==> src/rtl/tetris_pkg.sv <==
// Shared definitions for the board datapath and its display scanner:
// board width, scan FSM state encoding and the board bit-index convention.
package tetris_pkg;

  localparam int BOARD_W = 32;
  localparam int BOARD_IDX_W = $clog2(BOARD_W);

  typedef enum logic [2:0] {
    S_IDLE,
    S_LOAD,
    S_SHIFT,
    S_LATCH,
    S_DWELL
  } scan_state_t;

  // Row 0 is the top row; bit r*cols+c holds row r, column c.
  function automatic int board_idx(input int r, input int c, input int cols);
    return r * cols + c;
  endfunction

endpackage

==> src/rtl/board_scan_if.sv <==
// Board-to-display bus: board image and run control in, LED matrix
// shift-chain pins and frame status out.
interface board_scan_if;
  import tetris_pkg::*;

  logic               enable;
  logic [BOARD_W-1:0] board_in;
  logic               sdata;
  logic               sclk;
  logic               latch;
  logic               oe_n;
  logic               frame_start;
  logic               frame_done;
  logic               busy;

  modport master (
    output enable, board_in,
    input  sdata, sclk, latch, oe_n, frame_start, frame_done, busy
  );

  modport slave (
    input  enable, board_in,
    output sdata, sclk, latch, oe_n, frame_start, frame_done, busy
  );

endinterface

==> src/rtl/scan_shifter.sv <==
// Serialises one WIDTH-bit word MSB first on sdata/sclk: each bit is CLK_DIV
// cycles with sclk low then CLK_DIV cycles high; done_o marks the final cycle.
module scan_shifter #(
  parameter int WIDTH   = 12,
  parameter int CLK_DIV = 2
) (
  input  logic             clk,
  input  logic             rst_n,
  input  logic             load_i,
  input  logic [WIDTH-1:0] word_i,
  output logic             sdata_o,
  output logic             sclk_o,
  output logic             done_o
);

  localparam int PERIOD = 2 * CLK_DIV;
  localparam int PH_W   = $clog2(PERIOD);
  localparam int BIT_W  = (WIDTH > 1) ? $clog2(WIDTH) : 1;

  localparam logic [PH_W-1:0]  PH_LAST  = PH_W'(PERIOD - 1);
  localparam logic [PH_W-1:0]  PH_RISE  = PH_W'(CLK_DIV - 1);
  localparam logic [BIT_W-1:0] BIT_LAST = BIT_W'(WIDTH - 1);

  logic [WIDTH-1:0] shreg_q;
  logic [WIDTH-1:0] shreg_d;
  logic [BIT_W-1:0] bit_q;
  logic [PH_W-1:0]  phase_q;
  logic             active_q;
  logic             sdata_q;
  logic             sclk_q;

  assign shreg_d = shreg_q << 1;

  // NOTE: sequential state uses non-blocking assignments so every register
  // samples pre-edge values, independent of statement order.
  always_ff @(posedge clk or negedge rst_n) begin
    if (!rst_n) begin
      shreg_q  <= '0;
      bit_q    <= '0;
      phase_q  <= '0;
      active_q <= 1'b0;
      sdata_q  <= 1'b0;
      sclk_q   <= 1'b0;
    end else if (load_i) begin
      shreg_q  <= word_i;
      bit_q    <= '0;
      phase_q  <= '0;
      active_q <= 1'b1;
      sdata_q  <= word_i[WIDTH-1];
      sclk_q   <= 1'b0;
    end else if (active_q) begin
      if (phase_q == PH_LAST) begin
        // sclk falls and sdata advances on the same edge, so sdata only moves while sclk is low.
        sclk_q  <= 1'b0;
        phase_q <= '0;
        if (bit_q == BIT_LAST) begin
          active_q <= 1'b0;
          sdata_q  <= 1'b0;
        end else begin
          bit_q   <= bit_q + 1'b1;
          shreg_q <= shreg_d;
          sdata_q <= shreg_d[WIDTH-1];
        end
      end else begin
        phase_q <= phase_q + 1'b1;
        if (phase_q == PH_RISE) sclk_q <= 1'b1;
      end
    end
  end

  assign sdata_o = sdata_q;
  assign sclk_o  = sclk_q;
  assign done_o  = active_q && (phase_q == PH_LAST) && (bit_q == BIT_LAST);

endmodule

==> src/rtl/board_scan.sv <==
// Row-multiplexed LED matrix scanner: snapshots the board at frame start and
// shifts out one-hot row select plus column bits per row. Option: SCAN_BLANK_EN.
module board_scan
  import tetris_pkg::*;
#(
  parameter int ROWS    = 8,
  parameter int COLS    = 4,
  parameter int CLK_DIV = 2,
  parameter int DWELL   = 64
) (
  input  logic         clka,
  input  logic         restart,
  board_scan_if.slave  bus
);

  localparam int NBITS = ROWS + COLS;
  localparam int ROW_W = (ROWS > 1) ? $clog2(ROWS) : 1;
  localparam int DW_W  = $clog2(DWELL);

  localparam logic [ROW_W-1:0] ROW_LAST   = ROW_W'(ROWS - 1);
  localparam logic [DW_W-1:0]  DWELL_LAST = DW_W'(DWELL - 1);
  localparam logic [DW_W-1:0]  DWELL_PRE  = DW_W'(DWELL - 2);
  localparam logic [DW_W-1:0]  BLANK_LAST = DW_W'(3);

`ifdef SCAN_BLANK_EN
  localparam bit BLANK = 1'b1;
`else
  localparam bit BLANK = 1'b0;
`endif

  scan_state_t        state_q;
  logic [BOARD_W-1:0] snap_q;
  logic [ROW_W-1:0]   row_q;
  logic [DW_W-1:0]    dwell_q;
  logic               latch_q;
  logic               oe_n_q;
  logic               frame_start_q;
  logic               frame_done_q;
  logic               busy_q;

  logic               row_end;
  logic               shift_load;
  logic               shift_done;
  logic [ROW_W-1:0]   word_row;
  logic [NBITS-1:0]   shift_word;

  function automatic logic [NBITS-1:0] row_word(input logic [ROW_W-1:0] r,
                                                input logic [BOARD_W-1:0] b);
    logic [ROWS-1:0]        sel;
    logic [BOARD_IDX_W-1:0] base;
    sel    = '0;
    sel[r] = 1'b1;
    base   = BOARD_IDX_W'(board_idx(int'(r), 0, COLS));
    return {sel, b[base +: COLS]};
  endfunction

  // The shifter is loaded on the edge that enters SHIFT, so its first bit
  // is already on sdata in the first SHIFT cycle.
  assign row_end    = (state_q == S_DWELL) && (dwell_q == DWELL_LAST);
  assign word_row   = (state_q == S_LOAD) ? '0 : row_q + 1'b1;
  assign shift_load = (state_q == S_LOAD) || (row_end && (row_q != ROW_LAST));
  assign shift_word = row_word(word_row, snap_q);

  scan_shifter #(
    .WIDTH   (NBITS),
    .CLK_DIV (CLK_DIV)
  ) u_shifter (
    .clk     (clka),
    .rst_n   (restart),
    .load_i  (shift_load),
    .word_i  (shift_word),
    .sdata_o (bus.sdata),
    .sclk_o  (bus.sclk),
    .done_o  (shift_done)
  );

  // NOTE: the snapshot is an ordinary register bank, so it takes the async
  // reset like the rest of the state; there is no memory macro to exclude.
  always_ff @(posedge clka or negedge restart) begin
    if (!restart) begin
      state_q       <= S_IDLE;
      snap_q        <= '0;
      row_q         <= '0;
      dwell_q       <= '0;
      latch_q       <= 1'b0;
      oe_n_q        <= 1'b1;
      frame_start_q <= 1'b0;
      frame_done_q  <= 1'b0;
      busy_q        <= 1'b0;
    end else begin
      latch_q       <= 1'b0;
      frame_start_q <= 1'b0;
      frame_done_q  <= 1'b0;
      case (state_q)
        S_IDLE: begin
          if (bus.enable) begin
            state_q       <= S_LOAD;
            snap_q        <= bus.board_in;
            row_q         <= '0;
            frame_start_q <= 1'b1;
            busy_q        <= 1'b1;
          end
        end
        S_LOAD:  state_q <= S_SHIFT;
        S_SHIFT: begin
          if (shift_done) begin
            state_q <= S_LATCH;
            latch_q <= 1'b1;
          end
        end
        S_LATCH: begin
          state_q <= S_DWELL;
          dwell_q <= '0;
          oe_n_q  <= BLANK;
        end
        S_DWELL: begin
          if (dwell_q == DWELL_LAST) begin
            oe_n_q <= 1'b1;
            if (row_q != ROW_LAST) begin
              row_q   <= row_q + 1'b1;
              state_q <= S_SHIFT;
            end else if (bus.enable) begin
              state_q       <= S_LOAD;
              snap_q        <= bus.board_in;
              row_q         <= '0;
              frame_start_q <= 1'b1;
            end else begin
              state_q <= S_IDLE;
              busy_q  <= 1'b0;
            end
          end else begin
            dwell_q <= dwell_q + 1'b1;
            if ((dwell_q == DWELL_PRE) && (row_q == ROW_LAST)) frame_done_q <= 1'b1;
            if (BLANK && (dwell_q == BLANK_LAST)) oe_n_q <= 1'b0;
          end
        end
        default: state_q <= S_IDLE;
      endcase
    end
  end

  assign bus.latch       = latch_q;
  assign bus.oe_n        = oe_n_q;
  assign bus.frame_start = frame_start_q;
  assign bus.frame_done  = frame_done_q;
  assign bus.busy        = busy_q;

endmodule

==> src/flat_wrapper.sv <==
// flat-port wrapper written by rule: the top's interface ports become plain ports
module board_scan_flat import tetris_pkg::*;
#(
  parameter int ROWS    = 8,
  parameter int COLS    = 4,
  parameter int CLK_DIV = 2,
  parameter int DWELL   = 64
)
  (clka, restart, bus_enable, bus_board_in, bus_sdata, bus_sclk, bus_latch, bus_oe_n, bus_frame_start, bus_frame_done, bus_busy);
  board_scan_if bus_i ();
  input  logic clka;
  input  logic restart;
  input wire logic [$bits(bus_i.enable)-1:0] bus_enable;
  input wire logic [$bits(bus_i.board_in)-1:0] bus_board_in;
  output wire logic [$bits(bus_i.sdata)-1:0] bus_sdata;
  output wire logic [$bits(bus_i.sclk)-1:0] bus_sclk;
  output wire logic [$bits(bus_i.latch)-1:0] bus_latch;
  output wire logic [$bits(bus_i.oe_n)-1:0] bus_oe_n;
  output wire logic [$bits(bus_i.frame_start)-1:0] bus_frame_start;
  output wire logic [$bits(bus_i.frame_done)-1:0] bus_frame_done;
  output wire logic [$bits(bus_i.busy)-1:0] bus_busy;
  assign bus_i.enable = bus_enable;
  assign bus_i.board_in = bus_board_in;
  assign bus_sdata = bus_i.sdata;
  assign bus_sclk = bus_i.sclk;
  assign bus_latch = bus_i.latch;
  assign bus_oe_n = bus_i.oe_n;
  assign bus_frame_start = bus_i.frame_start;
  assign bus_frame_done = bus_i.frame_done;
  assign bus_busy = bus_i.busy;
  board_scan #(.ROWS(ROWS), .COLS(COLS), .CLK_DIV(CLK_DIV), .DWELL(DWELL)) u_core (.clka(clka), .restart(restart), .bus(bus_i));
endmodule
==> config.mk <==
export PLATFORM = sky130hd
export DESIGN_NAME = board_scan_flat
export DESIGN_NICKNAME = d
export VERILOG_FILES = /design/src/rtl/tetris_pkg.sv /design/src/rtl/board_scan_if.sv /design/src/rtl/scan_shifter.sv /design/src/rtl/board_scan.sv /design/src/flat_wrapper.sv
export SDC_FILE = /design/constraint.sdc
export NUM_CORES = 1
export LEC_CHECK = 0
export CAP_MARGIN = 20
export CORE_ASPECT_RATIO = 1.5
export CORE_MARGIN = 3
export CORE_UTILIZATION = 35
export DETAILED_ROUTE_END_ITERATION = 10
export HOLD_SLACK_MARGIN = 0.08
export SLEW_MARGIN = 20
export SYNTH_ARGS = -nofsm -noshare
export SYNTH_HDL_FRONTEND = slang
export SYNTH_SLANG_ARGS = --single-unit
==> constraint.sdc <==
create_clock -name clka -period 4.5 [get_ports clka]
set_input_delay 0.45 -clock clka [delete_from_list [all_inputs] [get_ports clka]]
set_output_delay 0.45 -clock clka [all_outputs]
set_load 0.05 [all_outputs]
Word level (Yosys, flattened, before mapping) --
Index checks and enable logic that the tools add are counted.
Storage, ports and cells: output and inout bits 7, bits of input ports 35, logic and storage cells 120, register bits after elaboration 69
Operators by class: $lt $le $gt $ge 2, eq/ne operators 18, mux-type cells 58, shifts and indexed selects 1, $add $sub $neg 4, reduce and logical (&&, ||, !) cells 22
Operators with widths (number):
- 32-bit two-way mux | 3
- 32-bit one-hot mux with 2 select lines | 1
- 11-bit two-way mux | 4
- 32-bit by 6-bit indexed part select with 4-bit output | 1
- 1-bit two-way mux | 27
- 3-bit two-way mux | 8
- 4-bit two-way mux | 4
- 3-bit one-hot mux with 5 select lines | 1
- 6-bit equality test (second input constant) | 2
- 6-bit one-hot mux with 2 select lines | 1
- 2-bit inequality test (second input constant) | 5
- 2-bit AND reduction | 5
- 3-bit AND reduction | 3
- 2-bit nonzero test | 4
- 6-bit by 1-bit adder with 6-bit output (second input constant) | 1
- 3-bit by 2-bit equality test with 1-bit output (second input constant) | 2
- 3-bit equality test (second input constant) | 2
- 1-bit logical AND | 6
- 2-bit two-way mux | 3
- 6-bit two-way mux | 1
- 1-bit one-hot mux with 2 select lines | 3
- 3-bit one-hot mux with 2 select lines | 1
- 5-bit AND reduction | 1
- 4-bit by 1-bit adder with 4-bit output (second input constant) | 1
- 14 further kinds | 15

Logic depth before layout (Yosys ltp) --
Gate-level depths: netlist of run 1.
depth in word-level cells 7, mapped depth 7

Cells and area by module --
From an unflattened synthesis of run 1, not the netlist that was laid out.
Unflattened totals: cells, all modules 301, area, all modules 3662.3 um2
By module, submodules not included:
- board_scan | instances 1, area an instance 2610.0 um2, cells an instance 222
- scan_shifter | instances 1, area an instance 1052.3 um2, cells an instance 79

Worst setup path before layout of run 1 --
Ideal clock, no wire load.
path type register to register, start reg u_core.row_q[0], end reg u_core.u_shifter.shreg_q[0], data arrival time 2.018 ns, setup slack 2.346 ns, cell stages (with the launch flop) 8, required time 4.364 ns, period minus slack after synthesis 2.154 ns, path buffers 1, cells stage by stage dfrtp_1 > ha_1 > ha_1 > or4b_4 > o31a_1 > buf_6 > a32oi_1 > o31ai_1
Between the ends: cells in the longest elaborated chain, start to end 5, elaborated cells on any way between the ends 11, classes of those cells 1 x add/sub; 2 x eq/ne; 1 x shift; 2 x mux; 5 x reduce/logical
Ends and longest elaborated chain:
- from (decl) | RTL line board_scan.sv:33 | logic [ROW_W-1:0] row_q;
- from (signal assigned) | RTL line board_scan.sv:120 | row_q <= row_q + 1'b1;
- parallel branches: the longest is 5 deep, another holds 3-bit by 1-bit adder with 3-bit output
- to (signal assigned) | RTL line scan_shifter.sv:45 | shreg_q <= word_i;
- to (signal assigned) | RTL line scan_shifter.sv:61 | shreg_q <= shreg_d;
- to (decl) | RTL line scan_shifter.sv:24 | logic [WIDTH-1:0] shreg_q;
Parallel ways; which one is timed is not known. A chain may end at the register's enable or synchronous reset.

Final worst setup path of run 1 --
start reg u_core.row_q[0], end reg u_core.snap_q[4]
Between the ends: cells in the longest elaborated chain, start to end 3
Ends and longest elaborated chain:
- 3-bit inequality test | RTL line board_scan.sv:119 | if (row_q != ROW_LAST) begin
- 2-bit inequality test (no source line)
- 3-bit AND reduction (no source line)
- to (signal assigned) | RTL line board_scan.sv:98 | snap_q <= bus.board_in;
- to (signal assigned) | RTL line board_scan.sv:124 | snap_q <= bus.board_in;
- to (decl) | RTL line board_scan.sv:32 | logic [BOARD_W-1:0] snap_q;
No other way between the ends.

==> results.py, run 1 <==
metrics = {
    "status": {
        "status": "finished clean",
    },
    "global_route": {
        "first_global_vias": 2395,
        "grt_usage": 0.133,
        "grt_max_degree": 36,
        "grt_pass1_wl_um": 11500,
        "grt_overflow": 0,
        "grt_antenna_before_repair": 0,
    },
    "timing": {
        "max_freq_ghz": 0.356,
        "skew_ns": 0.00540,
        "finalSetupViolations": 0,
        "rsz0062_at_grt": "no",
        "drv_slew": 0,
        "final.period_utilization": 0.625,
        "fin_tns_setup_ns": 0,
        "relSlewSlack": 0.307,
        "finalHoldViolations": 0,
        "fin_crit_ns": 2.81,
        "worst_slew_pin_slew_ns": 1.04,
        "worst_slack_ns": 1.69,
        "hold_ws_ns": 0.198,
    },
    "synth": {
        "syn_inst": 284,
        "synth_edf_count": 0,
        "avgSynthCellArea_um2": 11.9,
        "yosys_warnings": 0,
        "async_flop_share": 1.00,
        "synth_area_um2": 3390,
        "synthesis.nets": 326,
        "yosysUniqueCellTypes": 55,
        "yosysSeqAreaShare": 0.510,
        "synth-main-ff-cell": "dfrtp_1",
        "synth_seq_cells": 69,
    },
    "floorplan": {
        "die_y_um": 126,
        "core_area_um2": 9360,
        "start_util": 0.362,
        "num_io_pins": 42,
        "die-area_um2": 10900,
        "row_count": 43,
        "die_w_um": 86.3,
    },
    "drt": {
        "wl_um": 6610,
        "antenna_left": 0,
        "via_per_inst": 5.22,
        "drtIter0Drc": 165,
        "firstDrtPassIters": 4,
        "vias": 2287,
        "drt-wirelength-per-cell_um": 15.1,
        "drcViolationCount": 0,
    },
    "finish": {
        "final_cell_mix": "dfrtp_1, clkdlybuf4s50_1, mux2_2, nand2_1, mux2i_1",
        "finalNetCount": 363,
        "fin_area_um2": 4100,
        "area_delta_synth_final_pct": 21.1,
        "layout_commonest_cell": "dfrtp_1",
        "drive_gt1_frac": 0.181,
        "diodes": 0,
    },
    "worst_hold_path": {
        "hold_class": "in2async",
    },
    "place": {
        "place_area_um2": 3830,
        "pre_cts_ws_ns": 1.65,
        "dp_hpwl_um": 4760,
        "place_congestion": 0.775,
        "port_buffers": 41,
    },
    "setup_path": {
        "cp.required_ns": 4.71,
        "critPathLaunchType": "flip-flop",
        "crit_fanout": 33,
        "crit_arrival_ns": 3.02,
        "cp-end-kind": "flip-flop",
        "critPathKind": "reg2reg",
    },
    "clocking": {
        "cts_tree": "yes",
        "clk_latency_ns": 0.33,
        "cts.path.max_buffers": 2,
        "cts_resized": 0,
        "cts_setup_buffers": 0,
        "clk_pin_slew_worst_paths_ns": 0.05,
        "cts_sinks": 69,
        "hold_buffers": 0,
        "cts-root-buf": "clkbuf_16",
        "numCtsBuffers": 9,
        "htreeDepth": 3,
    },
    "power_and_ir_drop": {
        "peakVddDrop_mv": 0.280,
        "powerDensity_nw_per_um2": 598,
        "power_leakage_nw": 1.72,
        "power_w": 0.00245,
    },
    "flow_run": {
        "cap_violations": 0,
    },
}
-- flip-flops by register name, summed over array words and instances, names as in the netlist --
register / flops
u_core.dwell_q: 6
u_core.u_shifter.sclk_o: 1
u_core.snap_q: 32
u_core.bus.busy: 1
u_core.u_shifter.shreg_q: 11
u_core.bus.latch: 1
u_core.bus.oe_n: 1
u_core.row_q: 3
u_core.u_shifter.sdata_o: 1
u_core.bus.frame_start: 1
u_core.u_shifter.bit_q: 4
u_core.u_shifter.phase_q: 2
u_core.u_shifter.active_q: 1
u_core.bus.frame_done: 1
u_core.state_q: 3
-- synthesized netlist by cell type, types with 2 or more instances --
cell | number | share of area
dfrtp_1 | 68 | 0.50
mux2_2 | 34 | 0.11
nand2_1 | 21 | 0.023
mux2i_1 | 16 | 0.047
nand3_1 | 14 | 0.021
nor2_1 | 14 | 0.016
o21ai_0 | 10 | 0.015
a21oi_1 | 8 | 0.012
ha_1 | 7 | 0.026
buf_4 | 6 | 0.013
inv_1 | 6 | 0.0067
a31oi_1 | 5 | 0.0092
buf_2 | 5 | 0.0074
nor3_1 | 5 | 0.0074
buf_6 | 4 | 0.013
nand4_1 | 4 | 0.0074
xor2_1 | 4 | 0.010
a32oi_1 | 3 | 0.0078
and2_1 | 3 | 0.0055
o211ai_1 | 3 | 0.0067
o31ai_1 | 3 | 0.0067
a21o_1 | 2 | 0.0044
a22o_1 | 2 | 0.0052
and4_1 | 2 | 0.0052
mux4_2 | 2 | 0.013
nand3b_1 | 2 | 0.0044
nor2b_1 | 2 | 0.0037
o32a_1 | 2 | 0.0059
-- kinds of logic (layout without fill, tap and decap cells) --
| kind of cell | after synthesis | after routing | synth area share |
|---|---|---|---|
| multiplexers | 52 | 52 | 0.174 |
| adder cells (fa/ha/maj) | 7 | 7 | 0.0259 |
| XOR/XNOR | 5 | 5 | 0.0129 |
| buffers and inverters | 22 | 64 | 0.0418 |
| flip-flops | 69 | 69 | 0.510 |
| AO/OA/AOI/OAI | 52 | 52 | 0.113 |
| AND/OR/NAND/NOR | 77 | 77 | 0.122 |
-- layer usage --
layer	wire (µm)	vias up	GRT usage
li1	-	1117	-
met1	2790	1113	0.158
met2	3390	45	0.221
met3	271	12	0.0383
met4	157	0	0.0606
met5	0	-	0
-- worst max-delay path, stage by stage (launching register included) --
cell,delay [ns]
dfrtp_1,0.75
ha_1,0.26
ha_1,0.20
nand3_1,0.19
a21oi_4,0.86
mux2_2,0.42
-- final cells by class --
type                       instances  area (µm²)
clock buffer                      15         268
multi-input combinational        193        1520
inverter                           6        22.5
sequential                        69        1730
fill                             897        5260
timing repair buffer              42         413
tap                              112         140
clock inverter                     1        5.00
-- worst paths after layout --
path / from / endpoint / cells after the start / slack [ns]
worst max-delay path: u_core.row_q[0]$_DFFE_PN0P_ / u_core.snap_q[4]$_DFFE_PN0P_ / 5 / 1.69
worst min-delay path: restart / u_core.snap_q[5]$_DFFE_PN0P_ / 1 / 0.20
worst max register to register: u_core.row_q[0]$_DFFE_PN0P_ / u_core.snap_q[4]$_DFFE_PN0P_ / 5 / 1.69
worst min register to register: u_core.bus.oe_n$_DFFE_PN1P_ / u_core.bus.oe_n$_DFFE_PN1P_ / 2 / 0.49
max in group asynchronous: restart / u_core.bus.oe_n$_DFFE_PN1P_ / 2 / 3.34
min in group clka: u_core.bus.oe_n$_DFFE_PN1P_ / u_core.bus.oe_n$_DFFE_PN1P_ / 2 / 0.49
-- power breakdown --
| part | internal (W) | switching [W] |
|---|---|---|
| combinational | 0.000403 | 0.000375 |
| sequential | 0.000870 | 0.000167 |
| clock | 0.000402 | 0.000235 |
-- per-stage QoR --
stage | util | std cells
after global placement | 0.409 | 422
after detailed placement | 0.409 | 422
after global routing | 0.438 | 438
after floorplan | - | 284
after CTS | 0.438 | 438
final | 0.438 | 438
(Power assumes the default switching activity.)
==> run 2: changes to the inputs <==
Clock period 4.5 ns to 2.89 ns, I/O delays scaled along.
==> run 2 against run 1 <==
Power is 56% higher. Global-route usage increased by 0.27 points. Sequential share of layout area shrank 0.43 points. Worst setup slack got worse by 1.2 ns. Cell count up 1.1%. Cell area increased by 1.0%. Wire length increased by 2.7%. Sequential power is 58% higher. Core utilization is 0.45 points higher. Die area unchanged. Combinational power increased by 59%.
==> results.py, run 2 (synthesis results as in run 1) <==
metrics = {
    "global_route": {
        "grt_usage": 0.136,
        "grt_antenna_before_repair": 0,
        "grt_max_degree": 34,
        "grt_overflow": 0,
        "first_global_vias": 2381,
        "grt_pass1_wl_um": 11500,
    },
    "clocking": {
        "cts_sinks": 69,
        "cts-root-buf": "clkbuf_16",
        "cts_setup_buffers": 0,
        "cts.path.max_buffers": 2,
        "clk_latency_ns": 0.33,
        "htreeDepth": 3,
        "numCtsBuffers": 9,
        "clk_pin_slew_worst_paths_ns": 0.05,
        "cts_tree": "yes",
    },
    "finish": {
        "regMostFlops": "u_core.snap_q",
        "seqCellArea_um2": 1730,
        "fin_util": 0.443,
        "final_cell_mix": "dfrtp_1, clkdlybuf4s50_1, mux2_2, nand2_1, mux2i_1",
        "multi_input_area_um2": 1520,
        "finalNetCount": 370,
        "layout_commonest_cell": "dfrtp_1",
        "largest_reg_flops": 32,
        "area_delta_synth_final_pct": 22.4,
        "fin_area_um2": 4140,
        "reg_top3": "u_core.snap_q: 32 flops, u_core.u_shifter.shreg_q: 11 flops, u_core.dwell_q: 6 flops",
        "fill_cells": 915,
        "drive_gt1_frac": 0.196,
        "diodes": 0,
    },
    "place": {
        "place_congestion": 0.777,
        "port_buffers": 41,
        "dp_hpwl_um": 4950,
        "place_area_um2": 3880,
    },
    "worst_hold_path": {
        "hold_class": "in2async",
    },
    "power_and_ir_drop": {
        "power_w": 0.00383,
        "powerDensity_nw_per_um2": 923,
        "peakVddDrop_mv": 0.492,
        "power_leakage_nw": 1.75,
    },
    "floorplan": {
        "die_w_um": 86.3,
        "start_util": 0.362,
        "core_area_um2": 9360,
        "die_y_um": 126,
        "row_count": 43,
        "die-area_um2": 10900,
        "num_io_pins": 42,
    },
    "setup_path": {
        "cp.required_ns": 3.09,
        "crit_arrival_ns": 2.56,
        "crit_chain": "ha_1 > ha_1 > or4b_4 > o31ai_4 > o31ai_1 > a2bb2oi_1",
        "crit_fanout": 15,
        "cp-end-kind": "flip-flop",
        "slowest_delay_ns": 0.59,
        "critPathKind": "reg2reg",
        "critical_path.most_common_cell": "ha_1",
        "critPathLaunchType": "flip-flop",
        "critPathSlowestCell": "or4b_4",
    },
    "timing": {
        "hold_ws_ns": 0.418,
        "rsz0062_at_grt": "no",
        "final.period_utilization": 0.815,
        "finalSetupViolations": 0,
        "fin_tns_setup_ns": 0,
        "drv_slew": 0,
        "finalHoldViolations": 0,
        "max_freq_ghz": 0.425,
        "worst_slew_pin_slew_ns": 0.656,
        "fin_crit_ns": 2.35,
        "relSlewSlack": 0.563,
        "skew_ns": 0.00572,
    },
    "drt": {
        "firstDrtPassIters": 4,
        "drt-wirelength-per-cell_um": 15.3,
        "antenna_left": 0,
        "via_per_inst": 5.25,
        "drcViolationCount": 0,
        "wl_um": 6790,
        "vias": 2326,
        "drtIter0Drc": 111,
    },
    "flow_run": {
        "cap_violations": 0,
    },
    "status": {
        "status": "finished clean",
    },
}
run 2: cell count changes in the layout (fill, tap and decap cells not counted):
cell and delta:
clkbuf_8 -2, buf_12 +1, dlygate4sd3_1 +1, clkinv_2 +2, clkbuf_1 -2, buf_4 +5
run 2: metal layers:
layer,routed length [µm],GRT usage,vias up
li1,-,-,1137
met1,2920,0.163,1133
met2,3430,0.222,44
met3,261,0.0351,12
met4,175,0.0697,0
met5,0,0,-
run 2: worst paths after layout:
path | startpoint | endpoint | slack (ns) | depth (start not counted)
setup / recovery | u_core.row_q[0]$_DFFE_PN0P_ | u_core.u_shifter.shreg_q[3]$_DFFE_PN0P_ | 0.54 | 6
hold / removal | restart | u_core.u_shifter.shreg_q[1]$_DFFE_PN0P_ | 0.42 | 2
setup reg to reg | u_core.row_q[0]$_DFFE_PN0P_ | u_core.u_shifter.shreg_q[3]$_DFFE_PN0P_ | 0.54 | 6
hold reg to reg | u_core.bus.oe_n$_DFFE_PN1P_ | u_core.bus.oe_n$_DFFE_PN1P_ | 0.49 | 2
max in group asynchronous | restart | u_core.bus.oe_n$_DFFE_PN1P_ | 1.78 | 3
min in group clka | u_core.bus.oe_n$_DFFE_PN1P_ | u_core.bus.oe_n$_DFFE_PN1P_ | 0.49 | 2
run 2: worst max-delay path: cells and delay by family (launching register included):
family | cells | cell delay, ns
AOI/OAI and AO/OA | 3 | 0.84
and+or+nand+nor | 1 | 0.59
adders and majority gates | 2 | 0.42
DFF | 1 | 0.37
run 2: final cells by class:
type / count / share of cell area
multi-input cells: 193 / 0.368
inverters: 6 / 0.00544
flip-flops and latches: 69 / 0.417
well taps: 112 / 0.0338
repair buffers: 49 / 0.116
clock buffers: 11 / 0.0562
clock inverters: 3 / 0.00362
run 2: where the power goes:
group / leakage [nW] / switching [W] / internal, W
combinational: 0.772 / 0.000587 / 0.000657
sequential: 0.849 / 0.000287 / 0.00136
clock: 0.125 / 0.000374 / 0.000565
run 2: stage by stage:
| step | cells | setup WS (ns) |
|---|---|---|
| final | 443 | 0.536 |
| after global routing | 443 | 0.383 |
| after CTS | 443 | 0.520 |
| after detailed placement | 428 | 0.525 |
| after global placement | 428 | 0.545 |
| after floorplan | 284 | 0.736 |
run 2: timing repair:
item,4_1_cts,5_1_grt
hold buffers,1,0
gates resized for setup,0,0
endpoints found under the hold margin,15,0
==> run 3: changes to the inputs <==
Clock period 2.89 ns to 2.2 ns, I/O delays scaled along.
==> run 3 against run 2 <==
Wire length up 0.35%. Hold slack worse by 0.024 ns. Core utilization up 1.5 points. Critical endpoint is now u_core.u_shifter.shreg_q[0]$_DFFE_PN0P_. Cell area up 3.4%. Register-to-register slack worse by 0.51 ns. Clock-buffer cell count unchanged. Clock power up 50%. Clock skew down 0.00077 ns. Highest routed layer unchanged. Critical path type unchanged.
==> results.py, run 3 (synthesis results as in run 1) <==
metrics = {
    "finish": {
        "largest_reg_flops": 32,
        "area_delta_synth_final_pct": 26.6,
        "reg_top3": "u_core.snap_q: 32 flops, u_core.u_shifter.shreg_q: 11 flops, u_core.dwell_q: 6 flops",
        "regMostFlops": "u_core.snap_q",
        "drive_gt1_frac": 0.238,
        "diodes": 0,
        "fin_util": 0.458,
        "final_cell_mix": "dfrtp_1, clkdlybuf4s50_1, mux2_2, nand2_1, buf_4",
        "layout_commonest_cell": "dfrtp_1",
        "finalNetCount": 382,
        "instances_no_fill": 457,
    },
    "global_route": {
        "grt_max_degree": 34,
        "grt_usage": 0.135,
        "grt_overflow": 0,
        "first_global_vias": 2441,
        "grt_pass1_wl_um": 11600,
        "grt_antenna_before_repair": 0,
    },
    "drt": {
        "via_per_inst": 5.25,
        "drcViolationCount": 0,
        "firstDrtPassIters": 4,
        "antenna_left": 0,
        "drtIter0Drc": 146,
        "drt-wirelength-per-cell_um": 14.9,
        "vias": 2400,
        "wl_um": 6820,
    },
    "timing": {
        "final.period_utilization": 0.987,
        "fin_crit_ns": 2.17,
        "max_freq_ghz": 0.461,
        "rsz0062_at_grt": "no",
        "drv_slew": 0,
        "finalHoldViolations": 0,
        "worst_slew_pin_slew_ns": 0.723,
        "finalSetupViolations": 0,
        "fin_tns_setup_ns": 0,
        "skew_ns": 0.00495,
        "relSlewSlack": 0.506,
    },
    "setup_path": {
        "r2r_slack_ns": 0.03,
        "crit_fanout": 9,
        "r2r_start": "u_core.row_q[0]$_DFFE_PN0P_",
        "cp-end-kind": "flip-flop",
        "critPathKind": "reg2reg",
        "cp.required_ns": 2.38,
        "r2r_end": "u_core.u_shifter.shreg_q[0]$_DFFE_PN0P_",
        "critPathLaunchType": "flip-flop",
        "reg2regPathDepth": 6,
        "crit_arrival_ns": 2.35,
    },
    "flow_run": {
        "cap_violations": 0,
    },
    "clocking": {
        "numCtsBuffers": 9,
        "cts_tree": "yes",
        "cts_sinks": 69,
        "clk_latency_ns": 0.33,
        "cts.path.max_buffers": 2,
        "htreeDepth": 3,
        "clk_pin_slew_worst_paths_ns": 0.05,
        "cts-root-buf": "clkbuf_16",
    },
    "power_and_ir_drop": {
        "pwr-share-comb": 0.337,
        "intPower_w": 0.00362,
        "clock_power_share": 0.266,
        "sequentialPowerShare": 0.397,
        "p_switching_w": 0.00166,
        "peakVddDrop_mv": 0.674,
        "powerDensity_nw_per_um2": 1230,
        "swShare": 0.315,
        "power_leakage_nw": 1.83,
    },
    "floorplan": {
        "start_util": 0.362,
        "num_io_pins": 42,
        "die_y_um": 126,
        "core_area_um2": 9360,
        "die-area_um2": 10900,
        "row_count": 43,
        "die_w_um": 86.3,
    },
    "place": {
        "placed_cells": 439,
        "dp_hpwl_um": 5040,
        "place_congestion": 0.799,
        "port_buffers": 41,
    },
    "status": {
        "status": "finished clean",
    },
    "worst_hold_path": {
        "hold_class": "in2async",
    },
}
-- run 3: cell types whose count changed in the layout (fill, tap and decap cells not counted), sizes merged --
cell    previous run  this run
buf                8        20
bufinv             0         1
clkinv             3         4
-- run 3: worst max path at each step --
stage                                start                                      end  cells past startpoint
3_5_place_dp   u_core.row_q[0]$_DFFE_PN0P_  u_core.u_shifter.shreg_q[7]$_DFFE_PN0P_                      6
2_1_floorplan  u_core.row_q[0]$_DFFE_PN0P_  u_core.u_shifter.shreg_q[0]$_DFFE_PN0P_                      7
5_1_grt        u_core.row_q[0]$_DFFE_PN0P_  u_core.u_shifter.shreg_q[4]$_DFFE_PN0P_                      7
6_report       u_core.row_q[0]$_DFFE_PN0P_  u_core.u_shifter.shreg_q[0]$_DFFE_PN0P_                      6
4_1_cts        u_core.row_q[0]$_DFFE_PN0P_  u_core.u_shifter.shreg_q[7]$_DFFE_PN0P_                      6
3_3_place_gp   u_core.row_q[0]$_DFFE_PN0P_  u_core.u_shifter.shreg_q[7]$_DFFE_PN0P_                      6
-- run 3: power groups by stage --
| stage | combinational (W) | sequential, W | clock [W] |
|---|---|---|---|
| after floorplan | 0.00130 | 0.00209 | 0 |
| after detailed placement | 0.00180 | 0.00213 | 0 |
| after global routing | 0.00197 | 0.00216 | 0.00150 |
| final | 0.00178 | 0.00210 | 0.00141 |
| after CTS | 0.00181 | 0.00211 | 0.00144 |
| after global placement | 0.00176 | 0.00211 | 0 |
-- run 3: worst max-delay path, cell delays in order (launching register included) --
cell	delay (ns)
dfrtp_1	0.38
ha_1	0.20
ha_2	0.34
buf_4	0.18
inv_1	0.15
a2111oi_0	0.60
o31ai_1	0.17
-- run 3: through the flow --
stage / total power (W) / hold WS, ns / area [µm²] / setup WS (ns)
CTS: 0.00536 / 0.413 / 4270 / 0.0181
detailed placement: 0.00392 / 0.217 / 3970 / 0.0315
global placement: 0.00386 / 0.214 / 3970 / 0.0506
global route: 0.00563 / 0.443 / 4290 / 0.00675
finish: 0.00528 / 0.393 / 4290 / 0.0287
floorplan: 0.00339 / -0.0756 / 3390 / 0.0458
-- run 3: what timing repair did --
action                                  in CTS  in global routing
resized for setup                            0                  2
endpoints found under the setup margin       0                  4
buffers inserted                             0                  1
hold endpoints to repair                    21                  0
hold buffers                                 1                  0
-- run 3: area by class of cell --
class	count	area [µm²]
clock buffer	11	243
clock inverter	5	50.0
fill	914	5080
inverter	6	22.5
multi-input combinational	193	1530
sequential	69	1730
tap	112	140
timing repair buffer	61	571
-- run 3: metal layers --
metal	routed length, µm	global-route usage	vias to the layer above
met4	210	0.0789	0
li1	-	-	1159
met2	3470	0.221	52
met3	272	0.0299	15
met5	0	0	-
met1	2860	0.161	1174
